--- src/rtl/multicycle_fetch_pkg.sv ---
// Shared types and constants for the multicycle MIPS fetch stage.
package multicycle_fetch_pkg;

  typedef enum logic {
    IDLE,
    REQ
  } fetch_state_t;

  typedef struct packed {
    logic        valid;
    logic [31:0] addr;
  } ibus_req_t;

  typedef struct packed {
    logic        data_ok;
    logic [31:0] data;
  } ibus_resp_t;

  localparam logic [31:0] PC_RESET_DEFAULT = 32'hBFC0_0000;
  localparam logic [31:0] NOP_WORD         = 32'h0000_0000;

endpackage

--- src/rtl/multicycle_fetch_pc_unit.sv ---
// Architectural PC, pending branch/jump target and next-PC selection.
module pc_unit
  import multicycle_fetch_pkg::*;
#(
  parameter logic [31:0] RESET_PC = PC_RESET_DEFAULT
) (
  input  logic        clk,
  input  logic        reset,
  input  logic        pc_we,
  input  logic [31:0] pc_wdata,
  input  logic        in_req,
  input  logic        complete,
  output logic [31:0] pc,
  output logic [31:0] pc_plus4
);

  logic        redirect_pending;
  logic [31:0] redirect_target;
  logic [31:0] pc_next;

  assign pc_plus4 = pc + 32'd4;

  // A same-cycle redirect beats a stored one, which beats sequential flow.
  always_comb begin
    pc_next = pc;
    if (!in_req && pc_we) begin
      pc_next = pc_wdata;
    end else if (complete) begin
      if (pc_we)                 pc_next = pc_wdata;
      else if (redirect_pending) pc_next = redirect_target;
      else                       pc_next = pc_plus4;
    end
  end

  always_ff @(posedge clk or posedge reset) begin
    if (reset) begin
      pc               <= RESET_PC;
      redirect_pending <= 1'b0;
      redirect_target  <= 32'h0;
    end else begin
      pc <= pc_next;
      if (complete) begin
        redirect_pending <= 1'b0;
      end else if (in_req && pc_we) begin
        redirect_pending <= 1'b1;
        redirect_target  <= pc_wdata;
      end
    end
  end

endmodule

--- src/rtl/multicycle_fetch.sv ---
// Fetch stage: one bus read per fetch_enable, latches IR and advances PC.
// Optional macro FETCH_ALIGN_CHECK_EN faults fetches from a misaligned PC.
module multicycle_fetch
  import multicycle_fetch_pkg::*;
#(
  parameter logic [31:0] RESET_PC = PC_RESET_DEFAULT,
  parameter logic [31:0] NOP_WORD = multicycle_fetch_pkg::NOP_WORD
) (
  input  logic        clk,
  input  logic        reset,
  input  logic        fetch_enable,
  input  logic        pc_we,
  input  logic [31:0] pc_wdata,
  output logic        ireq_valid,
  output logic [31:0] ireq_addr,
  input  logic        iresp_data_ok,
  input  logic [31:0] iresp_data,
  output logic [31:0] instruction,
  output logic [31:0] pc,
  output logic [31:0] pc_plus4,
  output logic        fetch_busy,
  output logic        fetch_done,
  output logic        fetch_err
);

  fetch_state_t state;
  ibus_req_t    req_q;
  ibus_resp_t   resp;
  logic         in_req;
  logic         complete;

  assign resp       = '{data_ok: iresp_data_ok, data: iresp_data};
  assign ireq_valid = req_q.valid;
  assign ireq_addr  = req_q.addr;
  assign in_req     = (state == REQ);
  assign complete   = in_req && resp.data_ok;

  pc_unit #(
    .RESET_PC (RESET_PC)
  ) u_pc_unit (
    .clk      (clk),
    .reset    (reset),
    .pc_we    (pc_we),
    .pc_wdata (pc_wdata),
    .in_req   (in_req),
    .complete (complete),
    .pc       (pc),
    .pc_plus4 (pc_plus4)
  );

`ifdef FETCH_ALIGN_CHECK_EN
  logic fetch_err_q;
  logic misaligned;
  assign fetch_err  = fetch_err_q;
  assign misaligned = |pc[1:0];
`else
  assign fetch_err = 1'b0;
`endif

  // A redirect coinciding with fetch_enable defers launch by a cycle so the
  // request goes out on the new PC.
  always_ff @(posedge clk or posedge reset) begin
    if (reset) begin
      state       <= IDLE;
      req_q       <= '0;
      instruction <= NOP_WORD;
      fetch_busy  <= 1'b0;
      fetch_done  <= 1'b0;
`ifdef FETCH_ALIGN_CHECK_EN
      fetch_err_q <= 1'b0;
`endif
    end else begin
      fetch_done <= 1'b0;
`ifdef FETCH_ALIGN_CHECK_EN
      fetch_err_q <= 1'b0;
`endif
      case (state)
        IDLE: begin
          if (fetch_enable && !pc_we) begin
`ifdef FETCH_ALIGN_CHECK_EN
            if (misaligned) begin
              instruction <= NOP_WORD;
              fetch_err_q <= 1'b1;
            end else
`endif
            begin
              state      <= REQ;
              req_q      <= '{valid: 1'b1, addr: {pc[31:2], 2'b00}};
              fetch_busy <= 1'b1;
            end
          end
        end
        REQ: begin
          if (resp.data_ok) begin
            instruction <= resp.data;
            req_q.valid <= 1'b0;
            fetch_busy  <= 1'b0;
            fetch_done  <= 1'b1;
            state       <= IDLE;
          end
        end
        default: state <= IDLE;
      endcase
    end
  end

endmodule

--- config.mk ---
export PLATFORM = sky130hd
export DESIGN_NAME = multicycle_fetch
export DESIGN_NICKNAME = d
export VERILOG_FILES = /design/src/rtl/multicycle_fetch_pkg.sv /design/src/rtl/multicycle_fetch_pc_unit.sv /design/src/rtl/multicycle_fetch.sv
export SDC_FILE = /design/constraint.sdc
export NUM_CORES = 1
export LEC_CHECK = 0
export BUFFER_PORTS_ARGS = -buffer_cell sky130_fd_sc_hd__buf_2
export CAP_MARGIN = 20
export CORE_MARGIN = 1.5
export CORE_UTILIZATION = 56
export DETAILED_ROUTE_END_ITERATION = 16
export GPL_TIMING_DRIVEN = 0
export MAX_ROUTING_LAYER = met4
export PLACE_DENSITY = 0.93
export SLEW_MARGIN = 10
export SYNTH_ARGS = -nofsm -noshare
export SYNTH_HDL_FRONTEND = slang
export SYNTH_SLANG_ARGS = --single-unit
--- constraint.sdc ---
create_clock -name clk -period 8.6 [get_ports clk]
set_input_delay 1.72 -clock clk [delete_from_list [all_inputs] [get_ports clk]]
set_output_delay 1.72 -clock clk [all_outputs]
set_load 0.05 [all_outputs]
; ---- Word level (Yosys, flattened, before mapping)
; Index checks and enable logic that the tools add are counted.
[totals]
register_bits = 131
input_bits = 69
word_cells = 42
[classes]
eq_ne = 2
bitwise_logic = 2
muxes = 16
addsub = 1
n_reduce_logical = 12
[op_table]
columns = op, n
row1 = 32-bit two-way mux, 4
row2 = 33-bit two-way mux, 1
row3 = 32-bit by 3-bit adder with 32-bit output (second input constant), 1
row4 = 1-bit two-way mux, 8
row5 = 2-bit AND reduction, 4
row6 = 1-bit case mux with 2 select lines, 3
row7 = 1-bit logical AND, 4
row8 = 2-bit != test (second input constant), 2
row9 = 2-bit nonzero test, 2
row10 = 1-bit zero test, 2
row11 = 1-bit inverter, 2

; ---- Depth between registers and ports, before layout
[depth]
depth_word = 5
mapped_depth = 7

; ---- Modules after synthesis
; From an unflattened synthesis, not the netlist that was laid out.
[hier_totals]
hier_cells = 548
area_unflattened_um2 = 6454.9
[by_module_without_submodules]
columns = mod, n_inst, area_each_um2, seq_area_each_um2, cells_each
row1 = pc_unit, 1, 3824.9, 1637.8, 399
row2 = multicycle_fetch, 1, 2630.0, 1651.6, 149

; ---- Worst setup path before layout
; No wires, ideal clock.
[synth_timing]
path_type = reg-to-output
startpoint = register u_pc_unit.pc[21]
endpoint = output port pc_plus4[31]
setup_slack_ns = 4.102
path_stages_with_launch = 7
t_arrival_ns = 2.778
n_path_buf = 2
cell_sequence = dfrtp_1 buf_4 nand4_1 or4_1 buf_2 or3_4 xnor2_1
[synth_between]
elab_chain_len = 1
[synth_rtl]
columns = element, line
row1 = from (decl), multicycle_fetch_pc_unit.sv:13  ; output logic [31:0] pc,
row2 = from (signal assigned), multicycle_fetch_pc_unit.sv:41  ; pc <= pc_next;
row3 = 32-bit by 3-bit adder with 32-bit output, multicycle_fetch_pc_unit.sv:21  ; assign pc_plus4 = pc + 32'd4;
row4 = to (decl), multicycle_fetch.sv:20  ; output logic [31:0] pc_plus4,
; Every way passes these cells.

; ---- Worst setup path after layout
[layout_timing]
startpoint = register u_pc_unit.pc[22]
endpoint = output port pc_plus4[31]
; The elaborated chain is that of the path after synthesis.

==> results_dict.tcl <==
set metrics [dict create \
    rows 39 \
    rsz0062_at_grt "false" \
    syn_inst 602 \
    clk_latency_ns 0.43 \
    gr-total-overflow 0 \
    first_global_vias 5920 \
    hold_viol_final 0 \
    wl_met1_um 7610 \
    synth_area_um2 6620 \
    drive_above_1_share_pct 44.0 \
    dp_hpwl_um 13300 \
    drt_iter0_markers 545 \
    cp-start-kind "register" \
    cts_resized 0 \
    final_cell_mix "206 x buf_2, 122 x dfrtp_1, 95 x mux2_2, 46 x nand2_1" \
    seqPwrFrac_pct 30.9 \
    switching_power_uw 1430 \
    cp_max_fo 8 \
    dp.cells 945 \
    grt_usage_pct 32.7 \
    hold_class "register to register" \
    fmax_mhz 218 \
    die_x_um 112 \
    area_growth_syn_to_layout_pct 27.5 \
    irDropWorstVdd_mv 0.284 \
    slew_violations 0 \
    seq_area_frac_synth_pct 49.7 \
    die_h_um 112 \
    synth-main-ff-cell "dfrtp_1" \
    wire_per_inst_um 19.5 \
    finClkSkew_ns 0.00756 \
    gp_congestion 0.917 \
    core_um2 11500 \
    post-route-drc-count 0 \
    vias_per_cell 6.02 \
    clock_sinks 131 \
    clk_pin_slew_ns 0.06 \
    setup_ws_ns 4.00 \
    pwr-share-comb_pct 45.1 \
    p_leak_uw 0.00394 \
    worst-setup-path-type "register to output port" \
    ctsLongestPathBuffers 2 \
    cts_tree "yes" \
    setup_tns_ns 0 \
    wl_met3_um 1690 \
    clock_power_share_pct 24.0 \
    routed_wirelength_um 19100 \
    htreeDepth 4 \
    ys_types 61 \
    cp-end-kind "output port" \
    io_buffers 197 \
    timing.final.crit_share_pct 53.4 \
    antenna_cells 0 \
    swShare_pct 46.2 \
    fin_crit_ns 4.60 \
    cts_setup_buffers 0 \
    slew_headroom_pct 51.7 \
    preCtsSetupSlack_ns 4.51 \
    dr.max_layer_used "met4" \
    num-fill-cells 796 \
    tightest_slew_ns 0.725 \
    via_count 5879 \
    p_int_uw 1670 \
    antenna_left 0 \
    ys_ff_latch 131 \
    setup_viol 0 \
    mostFrequentLayoutCell "buf_2" \
    status "finished, final reports clean" \
    yosysWarnings 0 \
    max_cap_violations 0 \
    cts-root-buf "clkbuf_16" \
    grt_max_degree 82 \
    grt_pass1_wl_um 30600 \
    nets 891 \
    required_ns 6.88 \
    num_io_pins 201 \
    die_area_um2 12500 \
    crit_arrival_ns 2.88 \
    final_cells 977 \
    p_per_area_nw_per_um2 367 \
    dr_wl_met2_um 9060 \
    cts_buffers 17 \
    ctsHoldBuffers 0 \
    initial_core_util_pct 57.7 \
    synthArstFlopShare_pct 100 \
    synth_enable_flop_cells 0 \
    syn_area_per_cell_um2 11.0 \
    antenna_found_initial 0 \
    detail_route.first_pass.iterations 6 \
]
cell type report:
type | instances | area (um2) | area share, %
Buffer | 57 | 310 | 3.68
Clock buffer | 20 | 457 | 5.41
Clock inverter | 12 | 156 | 1.85
Inverter | 9 | 38.8 | 0.460
Multi-Input combinational cell | 407 | 2990 | 35.5
Sequential cell | 131 | 3290 | 39.0
Tap cell | 143 | 179 | 2.12
Timing Repair Buffer | 198 | 1010 | 12.0
critical path: stages (launching register included):
cell	delay, ns
dfstp_2	0.60
nand4_1	0.16
or4_1	0.51
buf_2	0.19
or3_4	0.39
xnor2_1	0.27
buf_2	0.32
logic make-up after synthesis:
| family | after synthesis | share of synthesized area [%] |
|---|---|---|
| xor gates and xnor gates | 26 | 3.44 |
| DFF | 131 | 49.7 |
| adders and majority gates | 1 | 0.189 |
| buffers and inverters | 66 | 5.20 |
| muxes | 98 | 16.6 |
| AOI/OAI and AO/OA | 114 | 11.5 |
| other | 1 | 0.0566 |
| and+or+nand+nor | 165 | 13.3 |
sequential cells by signal, summed over array words and instances, names as in the netlist:
name	flops
ireq_addr	30
fetch_busy	1
u_pc_unit.pc	32
fetch_done	1
ireq_valid	1
in_req	1
instruction	32
u_pc_unit.redirect_target	32
u_pc_unit.redirect_pending	1
synthesized netlist by cell type (2+ instances only):
master,instances,area [um2]
dfrtp_1,122,3050
mux2_2,95,1070
nand2_1,46,173
a21oi_1,28,140
clkbuf_1,27,101
o21ai_0,24,120
nor3_1,19,95.1
nor2_1,18,67.6
nand4_1,15,93.8
xnor2_1,14,123
and3_1,13,81.3
xor2_1,12,105
a31oi_1,11,68.8
nand3_1,11,55.1
o211ai_1,10,75.1
buf_2,9,45.0
dfstp_2,9,236
buf_1,8,30.0
inv_1,8,30.0
and2_1,7,43.8
nand3b_1,7,52.6
and4_1,6,52.6
buf_4,6,45.0
nor2b_1,6,37.5
a21o_1,4,30.0
clkbuf_8,4,55.1
o2bb2ai_1,4,35.0
o311a_1,4,40.0
a211o_1,3,26.3
a311o_1,3,30.0
a41o_1,3,30.0
buf_6,3,33.8
mux2i_1,3,30.0
or2_2,3,18.8
or3_1,3,18.8
a211oi_1,2,15.0
a221oi_1,2,17.5
a22oi_1,2,15.0
nand2b_1,2,12.5
nor4_1,2,12.5
o21a_1,2,15.0
o22ai_1,2,12.5
o41ai_1,2,17.5
metrics by stage:
| stage | area, um2 | util (%) | power, uW | hold WS [ns] |
|---|---|---|---|---|
| 2_1_floorplan | 6630 | - | 2010 | 0.470 |
| 3_3_place_gp | 7790 | 68.0 | 2320 | 0.454 |
| 3_5_place_dp | 7830 | 68.2 | 2350 | 0.462 |
| 4_1_cts | 8440 | 73.6 | 3110 | 0.481 |
| 5_1_grt | 8440 | 73.6 | 3230 | 0.497 |
| 6_report | 8440 | 73.6 | 3100 | 0.479 |
power by group through the flow:
stage	registers, uW	clock network, uW	logic, uW
2_1_floorplan	1450	0	557
3_3_place_gp	949	0	1370
3_5_place_dp	959	0	1390
4_1_cts	954	756	1400
5_1_grt	983	788	1460
6_report	958	745	1400
final timing paths:
path	from	to	slack [ns]	cells past startpoint
max in group asynchronous	reset	ireq_addr[10]$_DFFE_PP0P_	6.48	3
setup reg to reg	in_req$_DFF_PP0_	u_pc_unit.pc[19]$_DFFE_PP0P_	5.96	7
hold reg to reg	ireq_valid$_DFFE_PP0P_	ireq_valid$_DFFE_PP0P_	0.48	1
min in group asynchronous	reset	instruction[10]$_DFFE_PP0P_	1.34	2
setup / recovery	u_pc_unit.pc[22]$_DFFE_PP1P_	pc_plus4[31]	4.00	6
hold / removal	ireq_valid$_DFFE_PP0P_	ireq_valid$_DFFE_PP0P_	0.48	1
routing by layer:
| metal | global-route usage, % | vias up |
|---|---|---|
| met1 | 40.2 | 2813 |
| li1 | - | 2617 |
| met5 | - | - |
| met2 | 50.2 | 386 |
| met4 | 17.6 | 0 |
| met3 | 7.73 | 63 |
No activity file was read; power rests on OpenSTA's default activity.
